<file path="src/rtl/serial_subtractor.sv">
// ---------------------------------------------------------------------------
// serial_subtractor
//
// Purpose:
//   Multi-cycle subtractor computing (a - b - bin) mod 2^WIDTH over unsigned
//   operands. DIGIT bits are processed per RUN cycle, LSB slice first, with a
//   ripple borrow register carried from one slice to the next. Operands are
//   accepted and results delivered through valid/ready handshakes.
//
// Parameters:
//   WIDTH - operand/result width in bits (integer multiple of DIGIT)
//   DIGIT - bits processed per RUN cycle (1 <= DIGIT <= WIDTH)
//
// Ports:
//   clk        rising-edge clock
//   rst_n      asynchronous, active-low reset
//   in_valid   operands a, b, bin valid
//   in_ready   block can accept operands (high only in IDLE)
//   a          minuend
//   b          subtrahend
//   bin        borrow-in
//   out_valid  result valid (high only in DONE)
//   out_ready  consumer accepts result
//   diff       (a - b - bin) mod 2^WIDTH, registered
//   bout       borrow-out, 1 iff a < b + bin (unsigned), registered
//   ovf        signed overflow of a - b - bin (only with SERIAL_SUB_OVF_EN)
//
// Optional feature macro:
//   SERIAL_SUB_OVF_EN - adds the ovf output and the operand MSB capture
//                       registers it needs.
// ---------------------------------------------------------------------------
module serial_subtractor #(
    parameter int WIDTH = 16,
    parameter int DIGIT = 4
) (
    input  logic             clk,
    input  logic             rst_n,
    input  logic             in_valid,
    output logic             in_ready,
    input  logic [WIDTH-1:0] a,
    input  logic [WIDTH-1:0] b,
    input  logic             bin,
    output logic             out_valid,
    input  logic             out_ready,
    output logic [WIDTH-1:0] diff,
    output logic             bout
`ifdef SERIAL_SUB_OVF_EN
    ,
    output logic             ovf
`endif
);

    localparam int STEPS = WIDTH / DIGIT;
    // Keep the counter at least one bit wide so DIGIT == WIDTH still elaborates.
    localparam int CNT_W = (STEPS > 1) ? $clog2(STEPS) : 1;

    typedef enum logic [1:0] {
        IDLE,
        RUN,
        DONE
    } state_t;

    state_t             state_q, state_d;
    logic [WIDTH-1:0]   a_q, a_d;
    logic [WIDTH-1:0]   b_q, b_d;
    logic [WIDTH-1:0]   res_q, res_d;
    logic               brw_q, brw_d;
    logic [CNT_W-1:0]   cnt_q, cnt_d;

`ifdef SERIAL_SUB_OVF_EN
    logic               a_msb_q, a_msb_d;
    logic               b_msb_q, b_msb_d;
    logic               ovf_q, ovf_d;
`endif

    logic [DIGIT-1:0]   slice_a;
    logic [DIGIT-1:0]   slice_b;
    logic [DIGIT:0]     slice_wide;
    logic [DIGIT-1:0]   slice;
    logic               brw_n;

    // One DIGIT-wide subtract per cycle. Doing it at DIGIT+1 bits makes the
    // extra MSB the borrow-out of the slice, since the magnitude of a negative
    // result never exceeds 2^DIGIT.
    always_comb begin
        slice_a    = a_q[DIGIT-1:0];
        slice_b    = b_q[DIGIT-1:0];
        slice_wide = {1'b0, slice_a} - {1'b0, slice_b} - (DIGIT+1)'(brw_q);
        slice      = slice_wide[DIGIT-1:0];
        brw_n      = slice_wide[DIGIT];
    end

    // Next-state and handshake outputs. The result register fills from the
    // top: each new slice enters at the MSB end and older slices move down,
    // so after STEPS cycles the first (least significant) slice sits at bit 0.
    always_comb begin
        state_d   = state_q;
        a_d       = a_q;
        b_d       = b_q;
        res_d     = res_q;
        brw_d     = brw_q;
        cnt_d     = cnt_q;
        in_ready  = 1'b0;
        out_valid = 1'b0;
`ifdef SERIAL_SUB_OVF_EN
        a_msb_d   = a_msb_q;
        b_msb_d   = b_msb_q;
        ovf_d     = ovf_q;
`endif

        unique case (state_q)
            IDLE: begin
                in_ready = 1'b1;
                if (in_valid) begin
                    a_d     = a;
                    b_d     = b;
                    brw_d   = bin;
                    cnt_d   = '0;
                    state_d = RUN;
`ifdef SERIAL_SUB_OVF_EN
                    a_msb_d = a[WIDTH-1];
                    b_msb_d = b[WIDTH-1];
                    ovf_d   = 1'b0;
`endif
                end
            end

            RUN: begin
                res_d = (res_q >> DIGIT) | (WIDTH'(slice) << (WIDTH - DIGIT));
                a_d   = a_q >> DIGIT;
                b_d   = b_q >> DIGIT;
                brw_d = brw_n;
                cnt_d = cnt_q + 1'b1;
                if (cnt_q == CNT_W'(STEPS - 1)) begin
                    state_d = DONE;
`ifdef SERIAL_SUB_OVF_EN
                    // Operands of differing sign whose result sign differs
                    // from the minuend's: two's-complement overflow.
                    ovf_d = (a_msb_q != b_msb_q) && (res_d[WIDTH-1] != a_msb_q);
`endif
                end
            end

            DONE: begin
                out_valid = 1'b1;
                if (out_ready) begin
                    state_d = IDLE;
                end
            end

            default: begin
                state_d = IDLE;
            end
        endcase
    end

    // State and datapath registers. Reset clears everything, so a result that
    // was in flight is dropped and never presented after release.
    always_ff @(posedge clk or negedge rst_n) begin
        if (!rst_n) begin
            state_q <= IDLE;
            a_q     <= '0;
            b_q     <= '0;
            res_q   <= '0;
            brw_q   <= 1'b0;
            cnt_q   <= '0;
`ifdef SERIAL_SUB_OVF_EN
            a_msb_q <= 1'b0;
            b_msb_q <= 1'b0;
            ovf_q   <= 1'b0;
`endif
        end else begin
            state_q <= state_d;
            a_q     <= a_d;
            b_q     <= b_d;
            res_q   <= res_d;
            brw_q   <= brw_d;
            cnt_q   <= cnt_d;
`ifdef SERIAL_SUB_OVF_EN
            a_msb_q <= a_msb_d;
            b_msb_q <= b_msb_d;
            ovf_q   <= ovf_d;
`endif
        end
    end

    // Result outputs come straight from registers and are untouched while
    // DONE waits for out_ready.
    assign diff = res_q;
    assign bout = brw_q;
`ifdef SERIAL_SUB_OVF_EN
    assign ovf  = ovf_q;
`endif

endmodule
</file>
<file path="config.mk">
export PLATFORM = sky130hd
export DESIGN_NAME = serial_subtractor
export DESIGN_NICKNAME = d
export VERILOG_FILES = /design/src/rtl/serial_subtractor.sv
export SDC_FILE = /design/constraint.sdc
export NUM_CORES = 1
export LEC_CHECK = 0
export CORE_ASPECT_RATIO = 2
export CORE_MARGIN = 2
export CORE_UTILIZATION = 50
export DETAILED_ROUTE_END_ITERATION = 7
export GPL_TIMING_DRIVEN = 0
export MAX_ROUTING_LAYER = met4
export PLACE_DENSITY = 0.79
export REMOVE_ABC_BUFFERS = 1
export SETUP_SLACK_MARGIN = 0.2
export SYNTH_ARGS = -nofsm -noshare
export SYNTH_HDL_FRONTEND = slang
export SYNTH_SLANG_ARGS = --single-unit
</file>
<file path="constraint.sdc">
create_clock -name clk -period 2.03 [get_ports clk]
set_clock_uncertainty 0.2 [all_clocks]
set_input_delay 0.406 -clock clk [delete_from_list [all_inputs] [get_ports clk]]
set_output_delay 0.406 -clock clk [all_outputs]
set_load 0.1 [all_outputs]
</file>
==> flow_summary_export.csv, run 1 <==
group,metric,value,unit
outcome,status,"completed",
run,drv_cap,0,
floorplan,core,5092,sq um
sta,rsz0062_at_grt,"yes",
sta,min_period_over_period,97.53,%
drt,vias,2142,
drt,vias_per_cell,5.593,
global_routing,antenna_found_initial,0,
global_routing,grt_pass1_vias,2053,
clocking,cts_made_buffers,5,
synthesis,ys_async_sr_fraction,100.0,%
global_routing,overflow,0,
drt,drt_iter0_markers,42,
clocking,clock_tree.root_cell,"clkbuf_8",
drt,wl_per_cell,15.77,um
clocking,cts_max_level,2,
clocking,path_clk_slew,0.09,ns
clocking,cts_tree,"yes",
placed_design,gp_congestion,0.8324,
global_routing,grt_pass1_wl,9390,um
sta,finalHoldViolCount,0,
setup_path,startpoint_type,"flop",
synthesis,yosysWarnings,0,
sta,fin_crit,1.980,ns
worst_hold_path,min_path_type,"flop to flop",
global_routing,grt.total_usage,22.75,%
final_layout,fill_cells,438,
setup_path,slowest_delay,0.44,ns
setup_path,critPathMaxFanout,3,
setup_path,worstPathArrival,2.01,ns
setup_path,cpMostUsedCell,"fa_2",
sta,slew_viol_final,0,
setup_path,path_buf_inv,1,
setup_path,critPathTopFamily,"adder cells",
synthesis,ys_seq_area_share,51.16,%
drt,routed_wl,6039,um
sta,tightest_slew,0.6147,ns
clocking,cts_buffer_depth,2,
sta,relSlewSlack,59.02,%
synthesis,synth_adder_area_share,4.923,%
synthesis,synth-seq-cells,53,
sta,hold_slack,0.2742,ns
clocking,cts_sinks,53,
synthesis,synthXorXnorAreaFrac,0.6757,%
synthesis,synth_compound_area_share,21.96,%
final_layout,fin_util,65.43,%
final_layout,diodes,0,
drt,ant_nets,0,
floorplan,die_area,5812,sq um
placed_design,portBuffers,55,
synthesis,netlist_area,2592,sq um
synthesis,synthCells,268,
synthesis,avgSynthCellArea,9.673,sq um
synthesis,synth_edf_count,0,
synthesis,yosysTopAreaCell,"dfrtp_1",
synthesis,ys_types,32,
synthesis,synth_mux_area_share,0,%
floorplan,die_height,105.8,um
synthesis,synth_top_family_by_area,"compound AO/OA/AOI/OAI gates",
synthesis,ys.flop_type,"dfrtp_1",
setup_path,cp_cell_sequence,"fa_2, inv_2, fa_2, a21boi_2, or3_1, a31oi_1",
floorplan,rows,37,
final_layout,final_nets,370,
placed_design,hpwl,3652,um
setup_path,cp.required,2.06,ns
final_layout,syn_to_final_growth,28.52,%
setup_path,path_class,"flop to flop",
synthesis,synth_top_area_share,51.16,%
sta,setup_viol_count_final,0,
clocking,clock_latency,0.31,ns
sta,fmax,505.1,MHz
synthesis,synth-simple-area-share,14.91,%
drt,dr.pass1.iters,4,
floorplan,ioPinCount,56,
synthesis,synth_area_leaders,"dfrtp_1 51%, nand2_1 7.8%, a22oi_1 6.7%",
setup_path,cpMaxStageDelayCell,"dfrtp_1",
floorplan,die_w,54.92,um
global_routing,grt_start_max_net_pins,34,
floorplan,initial_core_util,50.91,%
drt,drcViolationCount,0,
final_layout,drive_gt1_share,18.15,%
setup_path,critPathCaptureType,"flop",
-- per-layer routing --
| metal | wire, um | GRT usage (%) | part of all wire (%) |
|---|---|---|---|
| met5 | 0 | - | 0 |
| met4 | 167 | 11.50 | 2.8 |
| met3 | 248 | 4.249 | 4.1 |
| met2 | 3234 | 35.37 | 54 |
| met1 | 2388 | 27.18 | 40 |
-- cell families (layout without fill, tap and decap cells) --
| kind of cell | count (synthesis) | in the layout |
|---|---|---|
| adder cells (fa/ha/maj) | 9 | 9 |
| AO/OA/AOI/OAI | 89 | 89 |
| buffers and inverters | 32 | 89 |
| AND/OR/NAND/NOR | 83 | 83 |
| flip-flops | 53 | 53 |
| XOR/XNOR | 2 | 2 |
-- path summary, 6_finish.rpt --
kind,to,slack (ns),startpoint,depth (start not counted)
max,bout,0.05,a_q[0],6
min,diff[0],0.27,diff[0],2
max reg2reg,bout,0.05,a_q[0],6
min reg2reg,diff[0],0.27,diff[0],2
max in group asynchronous,state_q[1],0.68,rst_n,3
min in group asynchronous,diff[12],0.38,rst_n,2
-- through the flow --
stage	area, sq um	TNS (ns)	instances	setup WS (ns)
global route	3332	-0.01600	383	-0.01600
CTS	3287	0	381	0.001001
finish	3332	0	383	0.05013
detailed placement	3114	-31.50	363	-1.070
global placement	3099	-94.49	362	-1.213
floorplan	2476	-6.820	249	-0.8356
-- worst min-delay path, cell delays in order (launching register included) --
cell,delay (ns)
dfrtp_1,0.35
nand2_1,0.05
nand2_1,0.05
-- cell type report --
class | instances | area [sq um] | area share, %
repair buffers | 68 | 601.8 | 18.06
clock buffers | 7 | 86.33 | 2.591
inverters | 13 | 48.80 | 1.465
clock inverters | 1 | 30.03 | 0.9012
flip-flops and latches | 53 | 1334 | 40.03
multi-input cells | 183 | 1159 | 34.77
well taps | 58 | 72.57 | 2.178
-- registers in the layout, indices dropped and copies added, names as in the netlist --
| signal | cells |
|---|---|
| state_q | 2 |
| cnt_q | 2 |
| diff | 16 |
| bout | 1 |
| a_q | 16 |
| b_q | 16 |
-- cell usage after synthesis, types with 3 or more instances --
master	n
a22oi_1	23
buf_4	5
o21ai_1	27
buf_2	9
nor2b_1	18
clkbuf_1	3
inv_1	13
a22o_1	5
ha_1	7
a2bb2oi_1	4
nand2_1	54
o21ai_0	7
a21oi_1	16
dfrtp_1	53
-- layout by cell type, fill, tap and decap left out, drive strengths merged, types with 2 or more instances in the layout --
cell           netlist  final
a21oi               16     16
a22o                 5      5
a22oi               23     23
a2bb2oi              4      4
a31oi                2      2
and2                 2      2
and2b                2      2
buf                 16     32
clkbuf               3      7
clkdlybuf4s50        0     34
dfrtp               53     53
fa                   2      2
ha                   7      7
inv                 13     13
nand2               54     54
nor2                 2      2
nor2b               18     18
o21ai               34     34
-- timing repair --
| item | in CTS | in global routing |
|---|---|---|
| setup endpoints to repair | 72 | 15 |
| buffers inserted | 9 | 2 |
| hold endpoints to repair | 20 | 0 |
| pin swaps | 2 | 5 |
| cloned | 0 | 0 |
| hold buffers | 1 | 0 |
| gates resized for setup | 101 | 30 |
Power of run 1 is left out: the tool's default activity adds up to more than one toggle a clock period on the data nets, which glitch-free logic cannot reach.
==> run 2, diff against run 1 <==
ABC_CLOCK_PERIOD_IN_PS = 2029   (was unset)
==> results of run 2 <==
Same layout as run 1: the final DEF is identical, and so are final timing and power.
Power of run 2 is left out for the same reason.
